### src/rtl/modbus_reg_engine.sv
// Modbus RTU function engine: FC03/FC04 reads into response DPRAM,
// FC06 single writes via handshake with timeout, own exception checks.
module modbus_reg_engine #(
  parameter int N_HOLD     = 8,
  parameter int N_INPUT    = 16,
  parameter int HOLD_BASE  = 1,
  parameter int INPUT_BASE = 1,
  parameter int MAX_QTY    = 32,
  parameter int DP_AW      = 7,
  parameter int WR_TIMEOUT = 1000
) (
  input  logic                  clk,
  input  logic                  rst_n,
  input  logic                  req_valid,
  input  logic [7:0]            req_func,
  input  logic [15:0]           req_addr,
  input  logic [15:0]           req_data,
  output logic                  busy,
  input  logic [16*N_HOLD-1:0]  hold_regs,
  input  logic [16*N_INPUT-1:0] input_regs,
  output logic                  dpram_wen,
  output logic [DP_AW-1:0]      dpram_addr,
  output logic [15:0]           dpram_wdata,
  output logic                  reg_wen,
  output logic [7:0]            reg_waddr,
  output logic [15:0]           reg_wdata,
  input  logic                  reg_w_done,
  input  logic                  reg_w_status,
  output logic                  rsp_valid,
  output logic [7:0]            rsp_func,
  output logic [7:0]            rsp_exception,
  output logic [7:0]            rsp_quantity
);

  localparam int TW = $clog2(WR_TIMEOUT + 1);
  localparam logic [16:0] L_HLO = 17'(HOLD_BASE);
  localparam logic [16:0] L_HHI = 17'(HOLD_BASE + N_HOLD - 1);
  localparam logic [16:0] L_ILO = 17'(INPUT_BASE);
  localparam logic [16:0] L_IHI = 17'(INPUT_BASE + N_INPUT - 1);
  localparam logic [15:0] L_MAXQ = 16'(MAX_QTY);

  typedef enum logic [2:0] {
    S_IDLE,
    S_CHECK,
    S_READ,
    S_WR_REQ,
    S_WR_WAIT,
    S_DONE
  } state_t;

  state_t r_state;
  state_t w_next;

  logic [7:0]    r_func;
  logic [15:0]   r_addr;
  logic [15:0]   r_data;
  logic [7:0]    r_off;
  logic [7:0]    r_qty;
  logic [7:0]    r_k;
  logic [TW-1:0] r_tmo;
  logic [7:0]    r_waddr;
  logic [15:0]   r_wdata;
  logic [7:0]    r_rsp_func;
  logic [7:0]    r_rsp_exc;
  logic [7:0]    r_rsp_qty;

  logic          w_rd;
  logic [16:0]   w_addr17;
  logic [16:0]   w_end;
  logic [16:0]   w_lo;
  logic [16:0]   w_hi;
  logic [7:0]    w_off;
  logic [7:0]    w_exc;
  logic [7:0]    w_ridx;
  logic [15:0]   w_word;
  logic          w_last;
  logic          w_tmo_hit;
  logic [7:0]    w_fin_exc;
  logic [7:0]    w_fin_qty;

  assign w_rd      = (r_func == 8'h03) || (r_func == 8'h04);
  assign w_addr17  = {1'b0, r_addr};
  assign w_end     = w_addr17 + {1'b0, r_data} - 17'd1;
  assign w_lo      = (r_func == 8'h04) ? L_ILO : L_HLO;
  assign w_hi      = (r_func == 8'h04) ? L_IHI : L_HHI;
  assign w_off     = r_addr[7:0] - w_lo[7:0];
  assign w_ridx    = r_off + r_k;
  assign w_last    = (r_k == r_qty - 8'd1);
  assign w_tmo_hit = (r_tmo == TW'(WR_TIMEOUT - 1));

  // Exception code, in priority order, from the latched request
  always_comb begin
    w_exc = 8'h00;
    if (!w_rd && r_func != 8'h06)
      w_exc = 8'h01;
    else if (w_rd && (r_data == 16'd0 || r_data > L_MAXQ))
      w_exc = 8'h03;
    else if (w_rd && (w_addr17 < w_lo || w_end > w_hi))
      w_exc = 8'h02;
    else if (r_func == 8'h06 &&
             (w_addr17 < L_HLO || w_addr17 > L_HHI))
      w_exc = 8'h02;
  end

  // Select the live bank word for the current read index
  always_comb begin
    w_word = 16'h0000;
    for (int i = 0; i < N_HOLD; i++)
      if (r_func == 8'h03 && w_ridx == 8'(i))
        w_word = hold_regs[16*i +: 16];
    for (int i = 0; i < N_INPUT; i++)
      if (r_func == 8'h04 && w_ridx == 8'(i))
        w_word = input_regs[16*i +: 16];
  end

  // Response code/quantity for whichever state is exiting to DONE
  always_comb begin
    w_fin_exc = 8'h00;
    w_fin_qty = 8'h00;
    unique case (r_state)
      S_CHECK: w_fin_exc = w_exc;
      S_READ:  w_fin_qty = r_qty;
      S_WR_WAIT: begin
        if (reg_w_done && !reg_w_status)
          w_fin_qty = 8'h01;
        else
          w_fin_exc = 8'h04;
      end
      default: ;
    endcase
  end

  // State register
  always_ff @(posedge clk or negedge rst_n) begin
    if (!rst_n) r_state <= S_IDLE;
    else        r_state <= w_next;
  end

  // Next-state logic
  always_comb begin
    w_next = r_state;
    unique case (r_state)
      S_IDLE:
        if (req_valid) w_next = S_CHECK;
      S_CHECK:
        if (w_exc != 8'h00)       w_next = S_DONE;
        else if (r_func == 8'h06) w_next = S_WR_REQ;
        else                      w_next = S_READ;
      S_READ:
        if (w_last) w_next = S_DONE;
      S_WR_REQ:
        w_next = S_WR_WAIT;
      S_WR_WAIT:
        if (reg_w_done || w_tmo_hit) w_next = S_DONE;
      S_DONE:
        w_next = S_IDLE;
      default:
        w_next = S_IDLE;
    endcase
  end

  // Strobes and DPRAM port decoded from state
  always_comb begin
    busy        = (r_state != S_IDLE);
    dpram_wen   = (r_state == S_READ);
    dpram_addr  = '0;
    dpram_wdata = 16'h0000;
    reg_wen     = (r_state == S_WR_REQ);
    rsp_valid   = (r_state == S_DONE);
    if (r_state == S_READ) begin
      dpram_addr  = DP_AW'(r_k);
      dpram_wdata = w_word;
    end
  end

  assign reg_waddr     = r_waddr;
  assign reg_wdata     = r_wdata;
  assign rsp_func      = r_rsp_func;
  assign rsp_exception = r_rsp_exc;
  assign rsp_quantity  = r_rsp_qty;

  // Request latch, counters and held response fields
  always_ff @(posedge clk or negedge rst_n) begin
    if (!rst_n) begin
      r_func     <= 8'h00;
      r_addr     <= 16'h0000;
      r_data     <= 16'h0000;
      r_off      <= 8'h00;
      r_qty      <= 8'h00;
      r_k        <= 8'h00;
      r_tmo      <= '0;
      r_waddr    <= 8'h00;
      r_wdata    <= 16'h0000;
      r_rsp_func <= 8'h00;
      r_rsp_exc  <= 8'h00;
      r_rsp_qty  <= 8'h00;
    end else begin
      if (r_state == S_IDLE && req_valid) begin
        r_func <= req_func;
        r_addr <= req_addr;
        r_data <= req_data;
      end
      if (r_state == S_CHECK) begin
        r_off <= w_off;
        r_qty <= r_data[7:0];
        r_k   <= 8'h00;
        r_tmo <= '0;
        if (w_exc == 8'h00 && r_func == 8'h06) begin
          r_waddr <= w_off;
          r_wdata <= r_data;
        end
      end
      if (r_state == S_READ)
        r_k <= r_k + 8'd1;
      if (r_state == S_WR_WAIT)
        r_tmo <= r_tmo + 1'b1;
      if (r_state != S_DONE && w_next == S_DONE) begin
        r_rsp_func <= r_func;
        r_rsp_exc  <= w_fin_exc;
        r_rsp_qty  <= w_fin_qty;
      end
    end
  end

endmodule

### config.mk
export PLATFORM = sky130hd
export DESIGN_NAME = modbus_reg_engine
export DESIGN_NICKNAME = d
export VERILOG_FILES = /design/src/rtl/modbus_reg_engine.sv
export SDC_FILE = /design/constraint.sdc
export NUM_CORES = 1
export LEC_CHECK = 0
export ABC_AREA = 1
export CAP_MARGIN = 10
export CORE_AREA = 2 2 195 197
export CTS_CLUSTER_DIAMETER = 120
export DETAILED_ROUTE_END_ITERATION = 10
export DIE_AREA = 0 0 197 199
export PLACE_DENSITY_LB_ADDON = 0.15
export SLEW_MARGIN = 10
export SYNTH_ARGS = -nofsm -noshare
export SYNTH_HDL_FRONTEND = slang
export SYNTH_SLANG_ARGS = --single-unit
### constraint.sdc
create_clock -name clk -period 10.6 [get_ports clk]
set_input_delay 2.12 -clock clk [delete_from_list [all_inputs] [get_ports clk]]
set_output_delay 2.12 -clock clk [all_outputs]
set_load 0.01 [all_outputs]
* Yosys cells after proc, flatten, opt, wreduce, memory -nomap -nowiden
Cells that the tools add are included.
** Cells by class
- Magnitude comparators :: 4
- Muxes and demuxes :: 45
- Add/subtract/negate cells :: 7
- Equal/unequal tests :: 28
- Reduce and logical (&&, ||, !) cells :: 48
** Operator list (count)
- $mux W16 :: 25
- $eq A8 B4 Y1 const B :: 8
- $eq A8 B3 Y1 const B :: 6
- $logic_and A1 B1 Y1 :: 32
- $mux W8 :: 4
- $pmux W8 S2 :: 2
- $eq A8 B2 Y1 const B :: 3
- $mux W10 :: 2
- $add A16 B16 Y17 :: 1
- $gt A17 B5 Y1 :: 1
- $sub A17 B1 Y17 const B :: 1
- $gt A16 B4 Y1 const B :: 1
- $gt A16 B6 Y1 const B :: 1
- $logic_not A16 Y1 :: 1
- $logic_not A8 Y1 :: 2
- $lt A16 B1 Y1 const B :: 1
- $sub A8 B1 Y8 const B :: 2
- $mux W3 :: 5
- $pmux W3 S5 :: 1
- $add A10 B1 Y10 const B :: 1
- $eq A10 B10 Y1 const B :: 1
- $eq A3 B3 Y1 const B :: 3
- $add A8 B1 Y8 const B :: 1
- $add A8 B8 Y8 :: 1
- other kinds (17) :: 26
** Storage, ports and cells
- Output and inout port bits :: 75
- Flip-flop bits (word level) :: 125

* Depth between registers and ports, before layout
Gate-level depths: netlist of the first run.
- Depth in word-level cells :: 28
- Mapped depth :: 38
- Gate-level depth less buffers :: 37

* Worst setup path after synthesis of the first run
Ideal clock, no wire load.
- Kind :: input port to output port
- Start point :: input hold_regs[37]
- End point :: output dpram_wdata[5]
- Stages :: 23
- Data required time :: 8.480 ns
- Setup slack :: 4.977 ns
- Arrival :: 3.503 ns
- Cells stage by stage :: or2_2 -> nand2_1 -> nand2_1 -> nand2_1 -> nand2_1 -> nand2_1 -> nand2_1 -> nand2_1 -> nand2_1 -> nand2_1 -> nand2_1 -> nand2_1 -> nand3_1 -> nand2_1 -> nand3_1 -> nand2_1 -> nand3_1 -> nor2_1 -> nand3_1 -> nand2_1 -> nand3_1 -> nand2_1 -> inv_1
** Between the ends
- Longest elaborated chain between the ends :: 23
** RTL lines
- start: declaration :: RTL line 19 : input logic [16*N_HOLD-1:0] hold_regs,
- $mux W16 (6 in a row) :: RTL line 109 : if (r_func == 8'h03 && w_ridx == 8'(i))
- $mux W16 (16 in a row) :: RTL line 112 : if (r_func == 8'h04 && w_ridx == 8'(i))
- $mux W16 :: RTL line 170 : if (r_state == S_READ) begin
- end: declaration :: RTL line 23 : output logic [15:0] dpram_wdata,
Every way passes these cells.

* Final worst setup path of the first run
- Start point :: register r_k[0]
- End point :: output dpram_wdata[15]
** Between the ends
- Longest elaborated chain between the ends :: 28
** RTL lines
- start: declaration :: RTL line 59 : logic [7:0] r_k;
- start signal: assignment :: RTL line 214 : r_k <= r_k + 8'd1;
- $add A8 B8 Y8 (*) :: RTL line 87 : assign w_ridx = r_off + r_k;
- $logic_not A8 Y1 :: RTL line 109, 112
- $logic_and A1 B1 Y1 :: RTL line 109
- $mux W16 (8 in a row) :: RTL line 109
- $mux W16 (15 in a row) :: RTL line 112
- $mux W16 (*) :: RTL line 112
- $mux W16 (*) :: RTL line 170
Mark *: on every way between the ends. The rest lies on a longest branch, timed or not.

==> flow_summary.ini, run 1 <==
[run_status]
status = complete, no violations

[global_routing]
grt_use_total_pct = 27.6
antenna_found_initial = 23
grt_pass1_vias = 12900
grt_pass1_wl_mm = 80.2
grt.overflow.total = 0
grt_max_degree = 78

[layout]
fin_nets = 2673
fin_area_um2 = 16700
final_util_pct = 45.1
area_growth_pct = 55.1
fill_cells = 3964
drive_gt1_share_pct = 5.20

[synth]
synth.distinct_cells = 61
async_reset_ff_share_pct = 100
synth_seq_cells = 120
synth_area_per_cell_um2 = 6.22
yosysSeqAreaShare_pct = 27.8
synth_edf_count = 0
netlist_area_um2 = 10800
synthFlopType = dfrtp_1
ys_warn_count = 0
synthCells = 1734

[worst_setup_path]
critPathTopFamily = simple AND/OR/NAND/NOR gates
max_stage_delay_ns = 0.60
crit_buf_inv = 2
required_ns = 8.48
worst-endpoint-arrival_ns = 5.84
r2r_slack_ns = 5.98
crit_path_top_delay_cell = nand2_1
start_kind = flop
reg2reg_depth = 27
crit_top_cell = nand2_1
cp-end-kind = output pin
r2r-start = r_data[1]$_DFFE_PN0P_
worstSetupPathDepth = 32
critical_path_class = flop to output pin
critPathMaxFanout = 26
r2r_end = rsp_exception[0]$_DFFE_PN0P_
cp-startpoint = r_k[0]$_DFFE_PN0P_

[clock_network]
clk_pin_slew_ns = 0.06
postCtsSetupRepairBufs = 0
hold_buffers = 0
cts_resized = 0
clkSinkCount = 120
clk-insertion-delay-late_ns = 0.42
cts_root_buffer = clkbuf_16
cts_made_buffers = 17
cts.path.max_buffers = 2
ctsHtreeMaxLevel = 4
cts_tree = built

[routing]
drtPass1Iterations = 6
num_vias = 13200
route.detailed.drc = 0
viasPerCell = 4.89
drtAntennaViolNets = 0
wl_mm = 56.1
drt_iter0_drc = 978
wl_per_cell_um = 20.8

[timing]
max_freq_mhz = 126
post-route-min-period_ns = 7.96
relSlewSlack_pct = 22.6
setup_viol = 0
drv_slew = 0
fin_skew_ns = 0.0107
rsz0062_at_grt = no
worst_pin_slew_ns = 1.16
finalCritPeriodShare_pct = 75.1
hold_viol_final = 0
fin_setup_tns_ns = 0

[floorplan]
core_area_um2 = 37100
pin_count = 504
die_height_um = 199
die_area_um2 = 39200
rows = 71
die_x_um = 197
start_util_pct = 29.1

[power]
vdd_drop_max_mv = 0.136
clkPwrFrac_pct = 18.7
p_sw_share_pct = 43.5
combinationalPowerShare_pct = 55.8
internal_power_uw = 1660
p_switching_uw = 1280
p_per_area_nw_per_um2 = 176
pwr-share-seq_pct = 25.5
p_leak_uw = 0.00770

[hold_path]
min_from = reg_waddr[6]$_DFFE_PN0P_
hold_depth = 2
min_to = reg_waddr[6]$_DFFE_PN0P_
hp-class = flop to flop

[placement]
gp_congestion = 1.01
post_dp_cell_area_um2 = 16100
post-dp-hpwl_mm = 46.1
portBuffers = 498

[flow_run]
drv_cap = 0
[worst max-delay path by stage]
stage                      endpoint  slack, ns
global route        dpram_wdata[14]       2.14
global placement    dpram_wdata[15]       3.23
detailed placement  dpram_wdata[15]       3.16
finish              dpram_wdata[15]       2.64
CTS                 dpram_wdata[15]       2.67
floorplan            dpram_wdata[5]       4.98
[power by group through the flow]
stage | registers, uW | logic (uW) | clock network (uW)
after global placement | 751 | 1610 | 0
after detailed placement | 754 | 1640 | 0
final | 749 | 1640 | 551
after CTS | 749 | 1660 | 562
after global routing | 772 | 1850 | 583
after floorplan | 758 | 1030 | 0
[state kept, by name, indices dropped and copies added (netlist names)]
register and cells:
r_off 8, r_addr 16, r_qty 8, rsp_quantity 8, r_tmo 10, rsp_func 8, r_state 3, r_func 8
r_data 16, reg_wdata 16, reg_waddr 8, r_k 8, rsp_exception 3
[kinds of logic (layout without fill, tap and decap cells)]
logic type,after synthesis,after routing,share of synthesized area [%]
simple gates,961,961,38.1
compound gates,304,304,15.3
buf+inv,266,738,10.2
flops,120,120,27.8
fa+ha+maj,47,47,5.59
xor+xnor,30,30,2.43
mux,5,5,0.522
other cells,1,16,0.0347
[per-layer routing]
metal / up-vias / global-route usage, % / share of wire (%)
li1: 6511 / - / -
met1: 6052 / 35.6 / 43
met2: 509 / 44.2 / 46
met3: 79 / 8.34 / 8.6
met4: 26 / 8.24 / 2.0
met5: - / 0 / 0.31
[synthesized netlist by cell type, types with 3 or more instances]
cell / instances / share of area (%)
a21oi_1: 185 / 8.6
nand3_4: 3 / 0.49
or2_1: 6 / 0.35
nand3_1: 88 / 4.1
o211ai_1: 6 / 0.42
nor4_1: 7 / 0.41
nand2_2: 10 / 0.58
o21bai_2: 3 / 0.31
or2_2: 11 / 0.64
ha_1: 45 / 5.2
inv_2: 5 / 0.17
nor2_1: 263 / 9.1
buf_2: 14 / 0.65
inv_1: 185 / 6.4
or2_0: 12 / 0.70
nor3_1: 18 / 0.83
o21ai_1: 7 / 0.32
mux2_2: 5 / 0.52
buf_4: 8 / 0.56
o21ai_0: 79 / 3.7
buf_6: 5 / 0.52
xor2_1: 25 / 2.0
dfrtp_1: 120 / 28
nor2_2: 5 / 0.29
clkbuf_1: 46 / 1.6
nand4_1: 39 / 2.3
o21ai_2: 3 / 0.24
nand2_1: 484 / 17
xnor2_1: 5 / 0.41
a21oi_2: 3 / 0.24
[worst register-to-register path, cell delays in order, from the launching register on]
cell and delay (ns):
dfrtp_1 0.39, inv_1 0.20, ha_1 0.28, inv_1 0.06
ha_1 0.16, inv_1 0.05, fa_1 0.41, o21ai_2 0.20
a21boi_2 0.09, o21ai_2 0.16, a21oi_1 0.11, o21bai_2 0.19
a21oi_2 0.09, o21ai_2 0.15, nand2_1 0.06, nand2_1 0.06
a21oi_1 0.05, inv_1 0.07, o21ai_1 0.06, a21oi_1 0.14
nand4_1 0.18, nand2_1 0.10, nand4_1 0.07, nand2_1 0.11
nand3b_2 0.42, nand2_4 0.50, nand2_1 0.11, nand2_1 0.07
[cells in the final DEF (no fill, tap or decap), drive strengths merged, types with 2 or more instances in the layout]
cell type,netlist,routed
clkbuf,46,18
nand2,495,495
a2111oi,3,3
xnor2,5,5
buf,29,18
dfrtp,120,120
xor2,25,25
o32ai,2,2
o21ai,89,89
a21oi,188,188
ha,45,45
a21boi,2,2
fa,2,2
clkinvlp,0,8
o22ai,2,2
o21bai,4,4
o211ai,6,6
nor4,8,8
nand3,92,92
clkinv,1,4
nor3b,2,2
mux2,5,5
nor2,271,271
inv,190,192
diode,0,11
or2,30,30
nand3b,2,2
clkdlybuf4s50,0,497
nand4,39,39
nor3,20,20
conb,1,5
[metrics by stage]
stage | hold slack, ns | power, uW | cells | setup WS [ns]
floorplan | 0.440 | 1790 | 1738 | 4.98
global placement | 0.453 | 2370 | 2652 | 3.23
detailed placement | 0.454 | 2400 | 2652 | 3.16
CTS | 0.466 | 2970 | 2684 | 2.67
global route | 0.494 | 3200 | 2693 | 2.14
finish | 0.464 | 2940 | 2695 | 2.64
[area by class of cell]
| class | instances | area [um^2] | share of cell area (%) |
|---|---|---|---|
| multi-input combinational | 1352 | 6720 | 40.2 |
| timing repair buffer | 515 | 5110 | 30.5 |
| sequential | 120 | 3000 | 17.9 |
| inverter | 191 | 717 | 4.28 |
| tap | 474 | 593 | 3.54 |
| clock buffer | 18 | 439 | 2.62 |
| clock inverter | 14 | 126 | 0.755 |
| antenna | 11 | 27.5 | 0.164 |
Note: power is estimated with default switching activity, not from simulation.
==> run 2: changes to the inputs <==
==> constraint.sdc (replaced) <==
create_clock -name clk -period 7.51 [get_ports clk]
set_input_delay 1.502 -clock clk [delete_from_list [all_inputs] [get_ports clk]]
set_output_delay 1.502 -clock clk [all_outputs]
set_load 0.01 [all_outputs]
==> flow_summary.ini, run 2 (same netlist as run 1, synthesis figures left out) <==
[power]
pwr-share-seq_pct = 24.9
vdd_drop_max_mv = 0.204
p_switching_uw = 1810
clkPwrFrac_pct = 20.7
p_sw_share_pct = 42.4
p_per_area_nw_per_um2 = 253
internal_power_uw = 2450
p_leak_uw = 0.00779
combinationalPowerShare_pct = 54.4

[hold_path]
hold_depth = 1
hp-class = flop to flop
min_to = r_tmo[5]$_DFFE_PN0P_
min_from = r_tmo[5]$_DFFE_PN0P_

[run_status]
status = complete, no violations

[clock_network]
ctsHtreeMaxLevel = 4
postCtsSetupRepairBufs = 0
cts_tree = built
clk_pin_slew_ns = 0.06
clkSinkCount = 120
cts_made_buffers = 17
cts.path.max_buffers = 2
cts_root_buffer = clkbuf_16
clk-insertion-delay-late_ns = 0.42

[worst_setup_path]
r2r_end = rsp_quantity[3]$_DFFE_PN0P_
worst-endpoint-arrival_ns = 5.47
critPathMaxFanout = 27
start_kind = flop
critical_path_class = flop to output pin
cp-end-kind = output pin
required_ns = 6.01
reg2reg_depth = 27
cp-startpoint = r_k[0]$_DFFE_PN0P_
r2r_slack_ns = 2.94
r2r-start = r_data[1]$_DFFE_PN0P_

[routing]
drtPass1Iterations = 5
viasPerCell = 4.93
drtAntennaViolNets = 0
route.detailed.drc = 0
wl_per_cell_um = 21.4
wl_mm = 57.6
num_vias = 13300
drt_iter0_drc = 1092

[timing]
setup_viol = 0
hold_viol_final = 0
fin_ws_ns = 0.539
drv_slew = 0
worst_pin_slew_ns = 1.25
max_freq_mhz = 143
fin_setup_tns_ns = 0
finalCritPeriodShare_pct = 92.8
rsz0062_at_grt = no
post-route-min-period_ns = 6.97
relSlewSlack_pct = 16.0
fin_skew_ns = 0.00996

[layout]
layout_common_cells = 497 x clkdlybuf4s50_1, 483 x nand2_1, 261 x nor2_1
drive_gt1_share_pct = 5.50
final_common_cell = clkdlybuf4s50_1
fill_cells = 3909
fin_nets = 2680
area_growth_pct = 56.1

[floorplan]
start_util_pct = 29.1
rows = 71
die_x_um = 197
pin_count = 504
die_height_um = 199
core_area_um2 = 37100
die_area_um2 = 39200

[placement]
place_ws_ns = 0.928
portBuffers = 498
post-dp-hpwl_mm = 47.3
gp_congestion = 0.992

[flow_run]
drv_cap = 0

[global_routing]
grt.overflow.total = 0
antenna_found_initial = 14
grt_pass1_wl_mm = 82.6
grt_pass1_vias = 13000
grt_max_degree = 77
grt_use_total_pct = 28.4
[run 2: changes by cell type in the layout (fill, tap and decap cells not counted), sizes merged]
| cell | delta |
|---|---|
| buf | +7 |
| bufinv | +3 |
| clkbuf | +1 |
| clkinv | +1 |
| clkinvlp | -5 |
| diode | -6 |
[run 2: through the flow]
| step | instances | area, um^2 | power [uW] | hold slack (ns) | util [%] |
|---|---|---|---|---|---|
| floorplan | 1738 | 10800 | 2520 | 0.440 | - |
| global placement | 2659 | 16200 | 3350 | 0.450 | 43.6 |
| detailed placement | 2659 | 16200 | 3380 | 0.455 | 43.6 |
| CTS | 2691 | 16800 | 4300 | 0.471 | 45.3 |
| global route | 2695 | 16800 | 4640 | 0.496 | 45.4 |
| finish | 2696 | 16800 | 4260 | 0.470 | 45.4 |
[run 2: cell type report]
class	count	area [um^2]	area share, %
clock inverter	13	195	1.16
timing repair buffer	522	5160	30.6
sequential	120	3000	17.8
multi-input combinational	1352	6720	39.9
clock buffer	19	443	2.63
antenna	5	12.5	0.0743
inverter	191	717	4.26
tap	474	593	3.52
[run 2: worst max path at each step]
| stage | end | slack, ns |
|---|---|---|
| 5_1_grt | dpram_wdata[12] | 0.06 |
| 3_3_place_gp | dpram_wdata[9] | 1.06 |
| 4_1_cts | dpram_wdata[15] | 0.47 |
| 3_5_place_dp | dpram_wdata[15] | 0.93 |
| 2_1_floorplan | dpram_wdata[8] | 2.76 |
| 6_report | dpram_wdata[9] | 0.54 |
[run 2: worst max-delay path, stage by stage (launching register included)]
cell and delay [ns]:
dfrtp_1 0.42, ha_1 0.24, fa_1 0.41, nand2_1 0.08
nand2_1 0.08, nand2_1 0.06, nand2_1 0.04, nand2_1 0.05
nand2_1 0.06, nor2_2 0.12, and2_1 0.31, nand3_4 0.27
nor3_4 0.82, buf_4 0.28, nor2_1 0.05, nand2_1 0.06
nand2_1 0.06, nand2_1 0.07, nand3_1 0.09, nor2_1 0.10
nand4_1 0.08, nor2_1 0.17, nand3_1 0.13, nand2_1 0.10
nand4_1 0.22, nand2_1 0.14, a21oi_1 0.07, clkdlybuf4s50_1 0.48
[run 2: what timing repair did]
item | CTS | global route
hold buffers | 0 | 0
setup endpoints to repair | 0 | 1
endpoints found under the hold margin | 0 | 0
gates resized for setup | 0 | 1
[run 2: layer usage]
layer / share of wire [%] / global-route usage [%]
met2: 46 / 45.3
met1: 45 / 38.9
met4: 1.8 / 7.66
met5: 0.17 / 0
met3: 7.6 / 6.15
[run 2: power groups by stage]
| stage | logic [uW] | clock network, uW | registers [uW] |
|---|---|---|---|
| CTS | 2340 | 897 | 1060 |
| floorplan | 1450 | 0 | 1070 |
| global route | 2620 | 926 | 1100 |
| finish | 2320 | 882 | 1060 |
| detailed placement | 2310 | 0 | 1070 |
| global placement | 2280 | 0 | 1070 |
==> run 3: changes to the inputs <==
--- a/config.mk
+++ b/config.mk
@@ -11,6 +11,7 @@
 export CTS_CLUSTER_DIAMETER = 120
 export DETAILED_ROUTE_END_ITERATION = 10
 export DIE_AREA = 0 0 197 199
+export DONT_BUFFER_PORTS = 1
 export PLACE_DENSITY_LB_ADDON = 0.15
 export SLEW_MARGIN = 10
 export SYNTH_ARGS = -nofsm -noshare
==> flow_summary.ini, run 3 (same netlist as run 1, synthesis figures left out) <==
[run_status]
status = complete, no violations

[layout]
fin_nets = 2177
multi_input_area_um2 = 6740
fin_area_um2 = 11800
register_area_um2 = 3000
fin_cells = 2199
final_util_pct = 31.7
final_common_cell = nand2_1
layout_common_cells = 484 x nand2_1, 259 x nor2_1, 185 x inv_1, 185 x a21oi_1, 120 x dfrtp_1
drive_gt1_share_pct = 6.89
area_growth_pct = 9.09
fill_cells = 4207

[worst_setup_path]
max_stage_delay_ns = 0.60
critPathMaxFanout = 26
crit_path_top_delay_cell = nand2_1
critical_path_class = flop to output pin
start_kind = flop
crit_top_cell = nand2_1
worst-endpoint-arrival_ns = 5.46
cp-end-kind = output pin
required_ns = 6.01

[timing]
drv_slew = 0
hold_viol_final = 0
relSlewSlack_pct = 26.1
fin_setup_tns_ns = 0
worst_pin_slew_ns = 1.10
finalCritPeriodShare_pct = 92.7
post-route-min-period_ns = 6.96
rsz0062_at_grt = no
max_freq_mhz = 144
fin_skew_ns = 0.0118
setup_viol = 0

[placement]
post_dp_cell_area_um2 = 11200
portBuffers = 0
gp_congestion = 0.973
dp.cells = 2156
post-dp-hpwl_mm = 43.2

[hold_path]
hp-class = flop to flop

[clock_network]
clk-insertion-delay-late_ns = 0.42
hold_buffers = 0
ctsHtreeMaxLevel = 4
clk_pin_slew_ns = 0.06
cts_resized = 0
cts_tree = built
cts.path.max_buffers = 2
cts_root_buffer = clkbuf_16
postCtsSetupRepairBufs = 0
cts_made_buffers = 17
clkSinkCount = 120

[routing]
drtAntennaViolNets = 0
num_vias = 11500
drtPass1Iterations = 5
drt_iter0_drc = 877
wl_mm = 52.6
viasPerCell = 5.21
route.detailed.drc = 0
wl_per_cell_um = 23.9

[power]
p_per_area_nw_per_um2 = 315
vdd_drop_max_mv = 0.205
p_leak_uw = 0.00581

[global_routing]
antenna_found_initial = 25
grt_use_total_pct = 25.6
grt.overflow.total = 0
grt_pass1_wl_mm = 72.9
grt_max_degree = 121
grt_pass1_vias = 10800

[floorplan]
die_x_um = 197
rows = 71
core_area_um2 = 37100
pin_count = 504
start_util_pct = 29.1
die_area_um2 = 39200
die_height_um = 199

[flow_run]
drv_cap = 0
==> run 3: cell types whose count changed in the layout (fill, tap and decap cells not counted), moves of 2 or more <==
cell	change
nor2_1	-2
buf_4	-6
clkdlybuf4s50_1	-497
diode_2	+7
nor2_2	+2
clkinv_2	+4
bufinv_16	-3
==> run 3: worst max-delay path, delay by kind of cell (launching register included) <==
| family | cells | cell delay (ns) |
|---|---|---|
| compound gates | 5 | 0.77 |
| buf+inv | 1 | 0.40 |
| simple gates | 23 | 2.77 |
| flops | 1 | 0.42 |
| fa+ha+maj | 2 | 0.65 |
==> run 3: final cells by class <==
cell class                      instances  area share [%]
Multi-Input combinational cell       1352            57.2
Sequential cell                       120            25.5
Inverter                              191            6.09
Tap cell                              474            5.04
Clock buffer                           17            3.61
Timing Repair Buffer                   19            1.21
Clock inverter                         14            1.07
Antenna cell                           12           0.255
==> run 3: path summary, 6_finish.rpt <==
path / from / end / slack [ns] / depth (start not counted)
setup / recovery: r_k[0]$_DFFE_PN0P_ / dpram_wdata[15] / 0.55 / 31
hold / removal: r_tmo[5]$_DFFE_PN0P_ / r_tmo[5]$_DFFE_PN0P_ / 0.48 / 1
setup reg to reg: r_data[1]$_DFFE_PN0P_ / rsp_quantity[2]$_DFFE_PN0P_ / 2.87 / 27
hold reg to reg: r_tmo[5]$_DFFE_PN0P_ / r_tmo[5]$_DFFE_PN0P_ / 0.48 / 1
max in group asynchronous: rst_n / r_addr[1]$_DFFE_PN0P_ / 6.54 / 0
min in group asynchronous: rst_n / rsp_quantity[6]$_DFFE_PN0P_ / 0.77 / 0
==> run 3: per-stage QoR <==
step | power [uW] | hold WS, ns | setup slack, ns
floorplan | 2520 | 0.440 | 2.76
global placement | 2950 | 0.456 | 1.13
detailed placement | 2970 | 0.461 | 0.983
CTS | 3760 | 0.475 | 0.540
finish | 3710 | 0.477 | 0.551
global route | 4090 | 0.505 | 0.0916
==> run 3: layer usage <==
| metal | GRT usage (%) | part of all wire (%) |
|---|---|---|
| met3 | 10.6 | 11 |
| met1 | 32.5 | 42 |
| met2 | 39.3 | 45 |
| met5 | 0 | 0.26 |
| met4 | 8.41 | 2.6 |
==> run 3: power by group <==
part | internal, uW | switching (uW)
logic | 645 | 1160
clock network | 455 | 325
registers | 896 | 229
